### src/rtl/wb_arbiter_pkg.sv
// Shared writeback definitions: functional-unit indices, result-entry layout and the
// round-robin index helper used by wb_arbiter.
package wb_arbiter_pkg;

    localparam int unsigned FU_ALU = 0;
    localparam int unsigned FU_MEM = 1;
    localparam int unsigned FU_MUL = 2;
    localparam int unsigned NUM_FU = 3;

    // Entry layout: {regdest[37:33], writereg[32], wbvalue[31:0]}
    localparam int unsigned WB_ENTRY_W = 38;
    localparam int unsigned WB_RD_MSB  = 37;
    localparam int unsigned WB_RD_LSB  = 33;
    localparam int unsigned WB_WR_BIT  = 32;
    localparam int unsigned WB_VAL_MSB = 31;

    function automatic logic [1:0] fu_add(logic [1:0] base, int unsigned off);
        return 2'((32'(base) + off) % NUM_FU);
    endfunction

endpackage

### src/rtl/wb_fifo.sv
// DEPTH x WIDTH synchronous FIFO with wrap-bit pointers; a push to a full FIFO is
// accepted only when a pop of the same FIFO happens in that cycle.
module wb_fifo #(
    parameter int unsigned DEPTH = 4,
    parameter int unsigned WIDTH = 38
) (
    input  logic                     clock,
    input  logic                     reset,
    input  logic                     push,
    input  logic                     pop,
    input  logic [WIDTH-1:0]         din,
    output logic [WIDTH-1:0]         dout,
    output logic                     empty,
    output logic                     full,
    output logic [$clog2(DEPTH):0]   count
);
    localparam int unsigned AW = $clog2(DEPTH);

    logic [AW:0]      r_wr_ptr;
    logic [AW:0]      r_rd_ptr;
    logic [WIDTH-1:0] r_mem [DEPTH];
    logic             w_do_pop;
    logic             w_do_push;

    assign empty = (r_wr_ptr == r_rd_ptr);
    assign full  = (r_wr_ptr[AW] != r_rd_ptr[AW]) && (r_wr_ptr[AW-1:0] == r_rd_ptr[AW-1:0]);
    assign count = r_wr_ptr - r_rd_ptr;
    assign dout  = r_mem[r_rd_ptr[AW-1:0]];

    assign w_do_pop  = pop && !empty;
    // When full, the write lands in the slot the simultaneous pop is vacating.
    assign w_do_push = push && (!full || w_do_pop);

    always_ff @(posedge clock) begin
        if (w_do_push) begin
            r_mem[r_wr_ptr[AW-1:0]] <= din;
        end
    end

    always_ff @(posedge clock or negedge reset) begin
        if (!reset) begin
            r_wr_ptr <= '0;
            r_rd_ptr <= '0;
        end else begin
            if (w_do_push) begin
                r_wr_ptr <= r_wr_ptr + 1'b1;
            end
            if (w_do_pop) begin
                r_rd_ptr <= r_rd_ptr + 1'b1;
            end
        end
    end

endmodule

### src/rtl/wb_arbiter.sv
// Writeback arbiter: per-unit result FIFOs, round-robin onto the ARF write port,
// scoreboard clear, issue stall and sticky overflow. WB_BYPASS_EN enables empty-FIFO bypass.
module wb_arbiter
    import wb_arbiter_pkg::*;
#(
    parameter int unsigned DEPTH        = 4,
    parameter int unsigned STALL_THRESH = 3
) (
    input  logic        clock,
    input  logic        reset,
    input  logic        alu_wb_oper,
    input  logic [4:0]  alu_wb_regdest,
    input  logic        alu_wb_writereg,
    input  logic [31:0] alu_wb_wbvalue,
    input  logic        mem_wb_oper,
    input  logic [4:0]  mem_wb_regdest,
    input  logic        mem_wb_writereg,
    input  logic [31:0] mem_wb_wbvalue,
    input  logic        mul_wb_oper,
    input  logic [4:0]  mul_wb_regdest,
    input  logic        mul_wb_writereg,
    input  logic [31:0] mul_wb_wbvalue,
    output logic        wb_rf_writereg,
    output logic [4:0]  wb_rf_regdest,
    output logic [31:0] wb_rf_wbvalue,
    output logic        wb_sb_clear,
    output logic [4:0]  wb_sb_regdest,
    output logic        wb_iss_stall,
    output logic        wb_err_ovf
);
    localparam int unsigned CW = $clog2(DEPTH) + 1;

    logic [NUM_FU-1:0]     w_oper;
    logic [WB_ENTRY_W-1:0] w_in_entry [NUM_FU];
    logic [WB_ENTRY_W-1:0] w_head     [NUM_FU];
    logic [WB_ENTRY_W-1:0] w_cand     [NUM_FU];
    logic [CW-1:0]         w_count    [NUM_FU];
    logic [NUM_FU-1:0]     w_empty;
    logic [NUM_FU-1:0]     w_full;
    logic [NUM_FU-1:0]     w_vld;
    logic [NUM_FU-1:0]     w_sel;
    logic [NUM_FU-1:0]     w_pop;
    logic [NUM_FU-1:0]     w_byp;
    logic [NUM_FU-1:0]     w_push;
    logic [NUM_FU-1:0]     w_acc;
    logic [NUM_FU-1:0]     w_drop;
    logic                  w_gnt;
    logic [1:0]            w_gnt_idx;
    logic [WB_ENTRY_W-1:0] w_gnt_entry;
    logic [4:0]            w_gnt_rd;
    logic [31:0]           w_occ_next;

    logic [1:0]  r_ptr;
    logic        r_rf_writereg;
    logic [4:0]  r_rf_regdest;
    logic [31:0] r_rf_wbvalue;
    logic        r_sb_clear;
    logic [4:0]  r_sb_regdest;
    logic        r_iss_stall;
    logic        r_err_ovf;

    assign w_oper = {mul_wb_oper, mem_wb_oper, alu_wb_oper};
    assign w_in_entry[FU_ALU] = {alu_wb_regdest, alu_wb_writereg, alu_wb_wbvalue};
    assign w_in_entry[FU_MEM] = {mem_wb_regdest, mem_wb_writereg, mem_wb_wbvalue};
    assign w_in_entry[FU_MUL] = {mul_wb_regdest, mul_wb_writereg, mul_wb_wbvalue};

    for (genvar g = 0; g < NUM_FU; g++) begin : g_fifo
        wb_fifo #(
            .DEPTH (DEPTH),
            .WIDTH (WB_ENTRY_W)
        ) u_fifo (
            .clock (clock),
            .reset (reset),
            .push  (w_push[g]),
            .pop   (w_pop[g]),
            .din   (w_in_entry[g]),
            .dout  (w_head[g]),
            .empty (w_empty[g]),
            .full  (w_full[g]),
            .count (w_count[g])
        );
    end

    always_comb begin
        for (int i = 0; i < NUM_FU; i++) begin
`ifdef WB_BYPASS_EN
            w_vld[i]  = !w_empty[i] || w_oper[i];
            w_cand[i] = w_empty[i] ? w_in_entry[i] : w_head[i];
`else
            w_vld[i]  = !w_empty[i];
            w_cand[i] = w_head[i];
`endif
        end
    end

    // First valid candidate at or after the round-robin pointer.
    always_comb begin
        w_gnt     = 1'b0;
        w_gnt_idx = '0;
        for (int unsigned k = 0; k < NUM_FU; k++) begin
            if (!w_gnt && w_vld[fu_add(r_ptr, k)]) begin
                w_gnt     = 1'b1;
                w_gnt_idx = fu_add(r_ptr, k);
            end
        end
    end

    always_comb begin
        w_occ_next = '0;
        for (int i = 0; i < NUM_FU; i++) begin
            w_sel[i]  = w_gnt && (w_gnt_idx == 2'(i));
            w_pop[i]  = w_sel[i] && !w_empty[i];
`ifdef WB_BYPASS_EN
            w_byp[i]  = w_sel[i] && w_empty[i];
`else
            w_byp[i]  = 1'b0;
`endif
            w_push[i] = w_oper[i] && !w_byp[i];
            w_acc[i]  = w_push[i] && (!w_full[i] || w_pop[i]);
            w_drop[i] = w_push[i] && w_full[i] && !w_pop[i];
            w_occ_next = w_occ_next + 32'(w_count[i]) + {31'b0, w_acc[i]} - {31'b0, w_pop[i]};
        end
    end

    assign w_gnt_entry = w_cand[w_gnt_idx];
    assign w_gnt_rd    = w_gnt_entry[WB_RD_MSB:WB_RD_LSB];

    always_ff @(posedge clock or negedge reset) begin
        if (!reset) begin
            r_ptr         <= 2'(FU_ALU);
            r_rf_writereg <= 1'b0;
            r_rf_regdest  <= '0;
            r_rf_wbvalue  <= '0;
            r_sb_clear    <= 1'b0;
            r_sb_regdest  <= '0;
            r_iss_stall   <= 1'b0;
            r_err_ovf     <= 1'b0;
        end else begin
            if (w_gnt) begin
                r_ptr         <= fu_add(w_gnt_idx, 1);
                r_rf_writereg <= w_gnt_entry[WB_WR_BIT] && (w_gnt_rd != 5'd0);
                r_rf_regdest  <= w_gnt_rd;
                r_rf_wbvalue  <= w_gnt_entry[WB_VAL_MSB:0];
                r_sb_clear    <= 1'b1;
                r_sb_regdest  <= w_gnt_rd;
            end else begin
                r_rf_writereg <= 1'b0;
                r_rf_regdest  <= '0;
                r_rf_wbvalue  <= '0;
                r_sb_clear    <= 1'b0;
                r_sb_regdest  <= '0;
            end
            r_iss_stall <= (w_occ_next >= STALL_THRESH);
            if (|w_drop) begin
                r_err_ovf <= 1'b1;
            end
        end
    end

    assign wb_rf_writereg = r_rf_writereg;
    assign wb_rf_regdest  = r_rf_regdest;
    assign wb_rf_wbvalue  = r_rf_wbvalue;
    assign wb_sb_clear    = r_sb_clear;
    assign wb_sb_regdest  = r_sb_regdest;
    assign wb_iss_stall   = r_iss_stall;
    assign wb_err_ovf     = r_err_ovf;

endmodule
### config.mk
export PLATFORM = sky130hd
export DESIGN_NAME = wb_arbiter
export DESIGN_NICKNAME = d
export VERILOG_FILES = /design/src/rtl/wb_arbiter_pkg.sv /design/src/rtl/wb_fifo.sv /design/src/rtl/wb_arbiter.sv
export SDC_FILE = /design/constraint.sdc
export NUM_CORES = 1
export LEC_CHECK = 0
export ABC_AREA = 1
export ABC_CLOCK_PERIOD_IN_PS = 6400
export CAP_MARGIN = 10
export CORE_ASPECT_RATIO = 1.75
export CORE_MARGIN = 4
export CORE_UTILIZATION = 25
export CTS_CLUSTER_DIAMETER = 40
export CTS_CLUSTER_SIZE = 30
export DETAILED_ROUTE_END_ITERATION = 6
export SLEW_MARGIN = 20
export SYNTH_ARGS = -nofsm -noshare
export SYNTH_HDL_FRONTEND = slang
export SYNTH_SLANG_ARGS = --single-unit
export TNS_END_PERCENT = 1
### constraint.sdc
create_clock -name clock -period 6.4 [get_ports clock]
set_input_delay 1.6 -clock clock [delete_from_list [all_inputs] [get_ports clock]]
set_output_delay 1.6 -clock clock [all_outputs]
set_load 0.05 [all_outputs]
==> flow_metrics.py, run 1 <==
metrics = {
    "detailed_routing": {
        "drt_iter0_markers": 1212,
        "remaining_drc_errors": 1,
        "wl_um": 62500,
        "wl_per_cell_um": 21.5,
        "first_pass_iters": 7,
        "ant_nets": 0,
        "viasPerCell": 4.66,
        "vias": 13600,
    },
    "finish": {
        "nets": 1948,
        "syn2layout_area_growth_pct": 23.1,
        "drive_above_1_share_pct": 11.0,
    },
    "logic_synthesis": {
        "yosys.cell_count.top_type": "edfxtp_1",
        "synthTopCellsByCount": "edfxtp_1 (456), nor2_1 (218), o21ai_0 (199)",
        "synth_cells": 1624,
        "synth-edff-count": 456,
        "syn-num-nets": 1792,
        "ys.warnings.count": 0,
        "ys_seq_elements": 517,
        "async_flop_share_pct": 11.8,
        "synth_cell_types": 38,
        "synthTopCellsByArea": "edfxtp_1 (65%), dfrtp_1 (7.2%), o21ai_0 (4.7%), nor2_1 (3.9%), nand2_1 (2.7%)",
        "synth_area_um2": 21200,
        "synth.top_cell.area_share_pct": 64.6,
        "syn_avg_cell_area_um2": 13.0,
        "yosysTopAreaCell": "edfxtp_1",
        "seq_area_frac_synth_pct": 71.8,
        "dominantRegCellSynth": "edfxtp_1",
    },
    "clock_network": {
        "clk_path_buf_depth": 3,
        "ctsHoldBuffers": 0,
        "insertion_delay_ns": 0.62,
        "path_clk_slew_ns": 0.06,
        "cts_tree": "yes",
        "cts-root-buf": "clkbuf_16",
        "cts_buffers": 57,
        "post_cts_buffers": 0,
        "cts-htree-levels": 2,
        "clock_sinks": 517,
        "cts_resized": 0,
    },
    "floorplanning": {
        "initial_utilization_pct": 25.1,
        "num_rows": 141,
        "ios": 165,
        "die_h_um": 393,
        "dieArea_um2": 89700,
        "die_x_um": 228,
        "core-area_um2": 84300,
    },
    "setup_path": {
        "r2r.worst_path.cells": 31,
        "crit_fanout": 41,
        "end_kind": "flop",
        "worst_path_max_delay_cell": "fa_1",
        "crit_required_ns": 6.87,
        "arrival_ns": 6.40,
        "cp-start-kind": "flop",
        "max_stage_delay_ns": 0.55,
        "critPathKind": "reg -> reg",
    },
    "hold_path": {
        "whs_path_depth": 2,
        "hp-class": "reg -> reg",
    },
    "grt": {
        "grt_max_degree": 101,
        "grt_pass1_wl_um": 90700,
        "grt_use_total_pct": 13.5,
        "first_global_vias": 13500,
        "grt.overflow.total": 0,
        "antenna_found_initial": 24,
    },
    "timing": {
        "drv_slew": 0,
        "totalNegativeSetupSlack_ns": 0,
        "hold_viol": 0,
        "fmax_mhz": 169,
        "relSlewSlack_pct": 32.6,
        "tightest_slew_ns": 1.01,
        "finClkSkew_ns": 0.0216,
        "rsz0062_at_grt": "no",
        "period_share_pct": 92.7,
        "min_period_ns": 5.93,
        "finalSetupViolCount": 0,
    },
    "status": {
        "violations": "DRC",
        "status": "finished with violations",
    },
    "place": {
        "gp_congestion": 0.831,
        "dp_hpwl_um": 40500,
        "port_buffers": 164,
    },
    "flow_run": {
        "drv_cap": 0,
    },
}
[cells in the final DEF (no fill, tap or decap), drive strengths merged]
master and instances:
a211oi 34, a21oi 44, a31oi 2, a32o 2, buf 28, bufinv 2, clkbuf 61, clkdlybuf4s50 163
clkinv 23, dfrtp 61, diode 10, edfxtp 456, fa 12, ha 37, inv 121, nand2 169
nand3 85, nand4 3, nor2 222, o211ai 3, o21ai 201, o221ai 34, o22ai 45, o31ai 1
xnor2 5, xor2 15
[logic make-up after synthesis]
logic type                 share of synthesized area [%]
AOI/OAI and AO/OA                                   10.8
xor gates and xnor gates                           0.862
adders and majority gates                           3.32
buffers and inverters                               3.74
DFF                                                 71.8
and+or+nand+nor                                     9.50
[metal layers]
layer / track usage [%] / part of all wire (%)
met1: 15.4 / 38
met2: 23.9 / 51
met5: 0 / 0.14
met4: 5.83 / 4.4
met3: 3.42 / 6.9
[path summary, 6_finish.rpt]
path / startpoint / end / slack [ns]
worst max-delay path: g_fifo[2].u_fifo.r_wr_ptr[0] / wb_iss_stall / 0.47
worst min-delay path: wb_err_ovf / wb_err_ovf / 0.48
worst max register to register: g_fifo[2].u_fifo.r_wr_ptr[0] / wb_iss_stall / 0.47
worst min register to register: wb_err_ovf / wb_err_ovf / 0.48
max in group asynchronous: reset / g_fifo[2].u_fifo.r_rd_ptr[0] / 4.62
min in group asynchronous: reset / wb_rf_wbvalue[23] / 1.09
[cell type report]
type / instances / area [um2]
Sequential cell: 517 / 15200
Multi-Input combinational cell: 914 / 5250
Timing Repair Buffer: 191 / 1850
Tap cell: 1072 / 1340
Clock inverter: 47 / 551
Inverter: 99 / 377
Clock buffer: 61 / 1460
Antenna cell: 10 / 25.0
Fill cell: 8262 / 58300
[sequential cells by signal, summed over array words and instances, names as in the netlist]
name,flops
wb_iss_stall,1
wb_err_ovf,1
wb_rf_wbvalue,32
g_fifo.u_fifo.r_mem,456
g_fifo.u_fifo.r_rd_ptr,9
wb_sb_regdest,5
g_fifo.u_fifo.r_wr_ptr,9
wb_rf_writereg,1
r_ptr,2
wb_sb_clear,1
[through the flow]
stage	util, %	instance area, um2	hold slack (ns)	std cells	setup slack, ns
after floorplan	-	21200	0.463	1624	0.353
after global placement	28.5	24000	0.478	2793	0.578
after detailed placement	28.5	24000	0.468	2793	0.350
after CTS	30.9	26000	0.487	2901	0.323
after global routing	30.9	26100	0.514	2902	0.0587
final	30.9	26100	0.483	2911	0.469
[critical path: cells and delay by family, from the launching register on]
family | cells | cell delay [ns]
xor gates and xnor gates | 2 | 0.31
AOI/OAI and AO/OA | 3 | 0.71
buffers and inverters | 8 | 1.01
DFF | 1 | 0.38
adders and majority gates | 7 | 2.41
and+or+nand+nor | 11 | 0.96
Power of run 1 is left out: the tool's default activity adds up to more than one toggle a clock period on the data nets, which glitch-free logic cannot reach.
==> run 2: changes to the inputs <==
--- a/config.mk
+++ b/config.mk
@@ -5,7 +5,6 @@
 export SDC_FILE = /design/constraint.sdc
 export NUM_CORES = 1
 export LEC_CHECK = 0
-export ABC_AREA = 1
 export ABC_CLOCK_PERIOD_IN_PS = 6400
 export CAP_MARGIN = 10
 export CORE_ASPECT_RATIO = 1.75
==> flow_metrics.py, run 2 <==
metrics = {
    "finish": {
        "final_core_util_pct": 31.2,
        "layout_commonest_cell": "edfxtp_1",
        "nets": 1423,
        "drive_above_1_share_pct": 19.5,
        "final_cell_mix": "edfxtp_1 (456), clkdlybuf4s50_1 (163), mux4_2 (114), nand2_1 (82), a21oi_1 (69)",
        "largest_register_ffs": 456,
        "syn2layout_area_growth_pct": 23.6,
    },
    "clock_network": {
        "path_clk_slew_ns": 0.07,
        "cts_tree": "yes",
        "cts_resized": 0,
        "ctsHoldBuffers": 0,
        "insertion_delay_ns": 0.60,
        "cts-root-buf": "clkbuf_16",
        "cts_buffers": 55,
        "cts-htree-levels": 2,
        "clock_sinks": 517,
        "post_cts_buffers": 0,
        "clk_path_buf_depth": 3,
    },
    "detailed_routing": {
        "vias": 10300,
        "remaining_drc_errors": 0,
        "wl_um": 53200,
        "viasPerCell": 4.37,
        "wl_per_cell_um": 22.6,
        "drt_iter0_markers": 603,
        "first_pass_iters": 5,
        "ant_nets": 0,
    },
    "flow_run": {
        "drv_cap": 0,
    },
    "floorplanning": {
        "dieArea_um2": 86800,
        "die_x_um": 224,
        "num_rows": 138,
        "die_h_um": 387,
        "initial_utilization_pct": 25.3,
        "core-area_um2": 81200,
        "ios": 165,
    },
    "grt": {
        "antenna_found_initial": 30,
        "grt_pass1_wl_um": 77200,
        "grt.overflow.total": 0,
        "grt_use_total_pct": 12.1,
        "first_global_vias": 11300,
        "grt_max_degree": 66,
    },
    "setup_path": {
        "crit_top_cell": "fa_1",
        "crit_required_ns": 6.88,
        "max_stage_delay_ns": 0.59,
        "arrival_ns": 6.38,
        "crit_fanout": 6,
        "crit_chain": "inv_1, ha_1, inv_1, or4_1, a2111oi_4, inv_2, ha_1, a211o_1, nand2_1, fa_1, fa_1, inv_1, fa_1, inv_1, fa_1, fa_1, nor2b_1, o21a_1, a31oi_1, o21ai_0, nand2_1",
        "end_kind": "flop",
        "critPathKind": "reg -> reg",
        "cp-start-kind": "flop",
        "worst_path_max_delay_cell": "or4_1",
    },
    "timing": {
        "hold_viol": 0,
        "min_period_ns": 5.89,
        "finalSetupViolCount": 0,
        "tightest_slew_ns": 0.929,
        "drv_slew": 0,
        "relSlewSlack_pct": 38.1,
        "fmax_mhz": 170,
        "period_share_pct": 92.1,
        "totalNegativeSetupSlack_ns": 0,
        "finClkSkew_ns": 0.0298,
        "rsz0062_at_grt": "no",
    },
    "logic_synthesis": {
        "synth.top_cell.area_share_pct": 66.8,
        "seq_area_frac_synth_pct": 74.2,
        "yosysTopAreaCell": "edfxtp_1",
        "synth_area_um2": 20500,
        "synth_cells": 1067,
        "synthTopCellsByArea": "edfxtp_1 (67%), mux4_2 (13%), dfrtp_1 (7.4%), ha_1 (2.3%), a21oi_1 (1.7%)",
        "synth_cell_types": 46,
        "syn-num-nets": 1235,
        "synth-edff-count": 456,
        "yosys.cell_count.top_type": "edfxtp_1",
        "syn_avg_cell_area_um2": 19.2,
        "ys.warnings.count": 0,
        "ys_seq_elements": 517,
        "async_flop_share_pct": 11.8,
        "dominantRegCellSynth": "edfxtp_1",
        "synthTopCellsByCount": "edfxtp_1 (456), mux4_2 (114), nand2_1 (82)",
    },
    "place": {
        "dp_hpwl_um": 35900,
        "gp_congestion": 0.786,
        "port_buffers": 164,
    },
    "hold_path": {
        "hp-class": "reg -> reg",
    },
    "status": {
        "status": "complete, no violations",
    },
}
[run 2: changes by cell type after synthesis, moves of 29 or more]
cell | before | now
a211oi_2 | 30 | 0
nand3_1 | 84 | 0
inv_1 | 93 | 45
nand2_1 | 155 | 82
o22ai_1 | 45 | 0
clkbuf_1 | 62 | 30
nor2b_1 | 0 | 35
nor2_1 | 218 | 10
o21ai_0 | 199 | 12
o221ai_1 | 34 | 5
mux4_2 | 0 | 114
[run 2: logic make-up after synthesis]
family	Yosys count	synth area share, %
muxes	115	12.6
AOI/OAI and AO/OA	107	3.11
xor gates and xnor gates	24	1.03
buffers and inverters	98	1.93
DFF	517	74.2
and+or+nand+nor	156	3.64
adders and majority gates	50	3.48
[run 2: final cells by class]
type,count,area (um2)
antenna,7,17.5
clock buffer,63,1460
clock inverter,39,455
fill,7902,55800
inverter,46,173
multi-input combinational,452,4930
sequential,517,15200
tap,1050,1310
timing repair buffer,183,1780
[run 2: critical path: cells and delay by family (launching register included)]
family                   cells  cell delay [ns]
adder cells (fa/ha/maj)      7             2.97
buffers and inverters        5             0.34
flip-flops                   1             0.35
AO/OA/AOI/OAI                5             1.18
AND/OR/NAND/NOR              4             0.97
[run 2: final timing paths]
check / endpoint / depth (start not counted) / start / slack [ns]
setup reg to reg: wb_iss_stall / 21 / r_ptr[0] / 0.51
min in group asynchronous: g_fifo[0].u_fifo.r_wr_ptr[0] / 1 / reset / 1.11
hold reg to reg: g_fifo[2].u_fifo.r_wr_ptr[2] / 1 / g_fifo[2].u_fifo.r_wr_ptr[2] / 0.50
hold / removal: g_fifo[2].u_fifo.r_wr_ptr[2] / 1 / g_fifo[2].u_fifo.r_wr_ptr[2] / 0.50
max in group asynchronous: g_fifo[1].u_fifo.r_rd_ptr[0] / 1 / reset / 4.60
setup / recovery: wb_iss_stall / 21 / r_ptr[0] / 0.51
[run 2: stage by stage]
| step | cell area [um2] | worst slack (ns) | cells | hold WS [ns] |
|---|---|---|---|---|
| detailed placement | 23400 | 0.548 | 2248 | 0.483 |
| CTS | 25300 | 0.536 | 2350 | 0.496 |
| global placement | 23400 | 0.658 | 2248 | 0.473 |
| floorplan | 20500 | 0.0470 | 1067 | 0.460 |
| finish | 25300 | 0.508 | 2357 | 0.498 |
| global route | 25300 | 0.162 | 2351 | 0.523 |
[run 2: layer usage]
metal,routed length (um),vias up,track usage (%),share of wire [%]
met2,29400,297,23.0,55
met4,1840,18,3.93,3.5
li1,-,4558,-,-
met1,18800,5312,12.9,35
met5,115,-,0,0.22
met3,3030,123,3.14,5.7
Power of run 2 is left out for the same reason.
==> run 3: changes to the inputs <==
--- a/config.mk
+++ b/config.mk
@@ -7,9 +7,10 @@
 export LEC_CHECK = 0
 export ABC_CLOCK_PERIOD_IN_PS = 6400
 export CAP_MARGIN = 10
-export CORE_ASPECT_RATIO = 1.75
+export CORE_ASPECT_RATIO = 1.4
 export CORE_MARGIN = 4
 export CORE_UTILIZATION = 25
+export CTS_BUF_LIST = sky130_fd_sc_hd__clkbuf_16
 export CTS_CLUSTER_DIAMETER = 40
 export CTS_CLUSTER_SIZE = 30
 export DETAILED_ROUTE_END_ITERATION = 6
==> flow_metrics.py, run 3 (synthesis gave the netlist of run 2 again) <==
metrics = {
    "status": {
        "status": "complete, no violations",
    },
    "setup_path": {
        "arrival_ns": 6.39,
        "worst_path_max_delay_cell": "or4_1",
        "critPathKind": "reg -> reg",
        "max_stage_delay_ns": 0.59,
        "crit_top_cell": "fa_1",
        "crit_required_ns": 6.87,
        "path_buf_inv": 5,
        "cp_top_family": "adder cells",
        "end_kind": "flop",
        "crit_chain": "inv_1, ha_1, inv_1, or4_1, a2111oi_4, inv_2, ha_1, a211o_1, nand2_1, fa_1, fa_1, inv_1, fa_1, inv_1, fa_1, fa_1, nor2b_1, o21a_1, a31oi_1, o21ai_0, nand2_1",
        "crit_fanout": 6,
        "cp-start-kind": "flop",
    },
    "floorplanning": {
        "die_h_um": 347,
        "core-area_um2": 81500,
        "initial_utilization_pct": 25.2,
        "die_x_um": 250,
        "dieArea_um2": 86700,
        "num_rows": 124,
        "ios": 165,
    },
    "clock_network": {
        "ctsHoldBuffers": 0,
        "cts_resized": 0,
        "path_clk_slew_ns": 0.05,
        "post_cts_buffers": 0,
        "cts_buffers": 81,
        "insertion_delay_ns": 0.61,
        "cts_tree": "yes",
        "cts-htree-levels": 3,
        "clk_path_buf_depth": 3,
        "clock_sinks": 517,
        "cts-root-buf": "clkbuf_16",
    },
    "finish": {
        "stdcell_area_um2": 26200,
        "largest_register_ffs": 456,
        "final_cell_mix": "edfxtp_1 (456), clkdlybuf4s50_1 (163), mux4_2 (114), clkbuf_16 (84), nand2_1 (82)",
        "syn2layout_area_growth_pct": 27.8,
        "nets": 1451,
        "drive_above_1_share_pct": 21.3,
        "fillers": 7800,
        "regArea_um2": 15200,
        "multi_input_area_um2": 4910,
        "layout_commonest_cell": "edfxtp_1",
    },
    "flow_run": {
        "drv_cap": 0,
    },
    "timing": {
        "totalNegativeSetupSlack_ns": 0,
        "tightest_slew_ns": 1.04,
        "fmax_mhz": 169,
        "hold_slack_ns": 0.489,
        "finClkSkew_ns": 0.0222,
        "min_period_ns": 5.92,
        "relSlewSlack_pct": 30.7,
        "finalSetupViolCount": 0,
        "rsz0062_at_grt": "no",
        "hold_viol": 0,
        "period_share_pct": 92.5,
        "drv_slew": 0,
    },
    "detailed_routing": {
        "wl_per_cell_um": 21.8,
        "drt_iter0_markers": 726,
        "ant_nets": 0,
        "vias": 10500,
        "remaining_drc_errors": 0,
        "viasPerCell": 4.35,
        "wl_um": 52900,
        "first_pass_iters": 5,
    },
    "grt": {
        "grt_max_degree": 66,
        "first_global_vias": 11200,
        "grt_pass1_wl_um": 77300,
        "busiest_layer": "met2",
        "antenna_found_initial": 23,
        "grt.met3_usage_pct": 3.36,
        "gr-usage-met2_pct": 22.1,
        "grt_use_total_pct": 12.1,
        "grt.overflow.total": 0,
        "met1_usage_pct": 13.6,
    },
    "place": {
        "gp_congestion": 0.799,
        "port_buffers": 164,
        "post_dp_cell_area_um2": 23400,
        "dp_hpwl_um": 34800,
    },
    "hold_path": {
        "hp-class": "reg -> reg",
    },
}
## run 3: changes by cell type in the layout (fill, tap and decap cells not counted), sizes merged
cell    delta
bufinv     +5
inv       +13
buf        +2
clkbuf    +21
diode      -6
clkinv    +10
## run 3: area by class of cell
type                    instances  share of cell area [%]
flip-flops and latches        517                    58.1
multi-input cells             452                    18.8
clock buffers                  84                    8.02
diodes                          1                 0.00955
well taps                    1071                    5.12
clock inverters                67                    2.45
repair buffers                185                    6.86
inverters                      46                   0.659
## run 3: per-layer routing
| metal | wire [um] | part of all wire [%] |
|---|---|---|
| met1 | 19400 | 37 |
| met2 | 28400 | 54 |
| met3 | 3410 | 6.4 |
| met4 | 1580 | 3.0 |
| met5 | 78 | 0.15 |
## run 3: worst paths after layout
| kind | startpoint | slack (ns) | end | cells past startpoint |
|---|---|---|---|---|
| max in group asynchronous | reset | 4.62 | g_fifo[1].u_fifo.r_rd_ptr[0] | 1 |
| worst min-delay path | g_fifo[2].u_fifo.r_wr_ptr[2] | 0.49 | g_fifo[2].u_fifo.r_wr_ptr[2] | 1 |
| min in group asynchronous | reset | 1.11 | wb_iss_stall | 1 |
| worst min register to register | g_fifo[2].u_fifo.r_wr_ptr[2] | 0.49 | g_fifo[2].u_fifo.r_wr_ptr[2] | 1 |
| worst max register to register | r_ptr[0] | 0.48 | wb_iss_stall | 21 |
| worst max-delay path | r_ptr[0] | 0.48 | wb_iss_stall | 21 |
## run 3: through the flow
step                setup slack, ns  util, %  std cells
detailed placement            0.535     28.8       2271
CTS                           0.494     32.2       2422
global route                  0.129     32.2       2422
global placement              0.603     28.8       2271
floorplan                    0.0470        -       1067
finish                        0.482     32.2       2423
Power of run 3 is left out for the same reason.
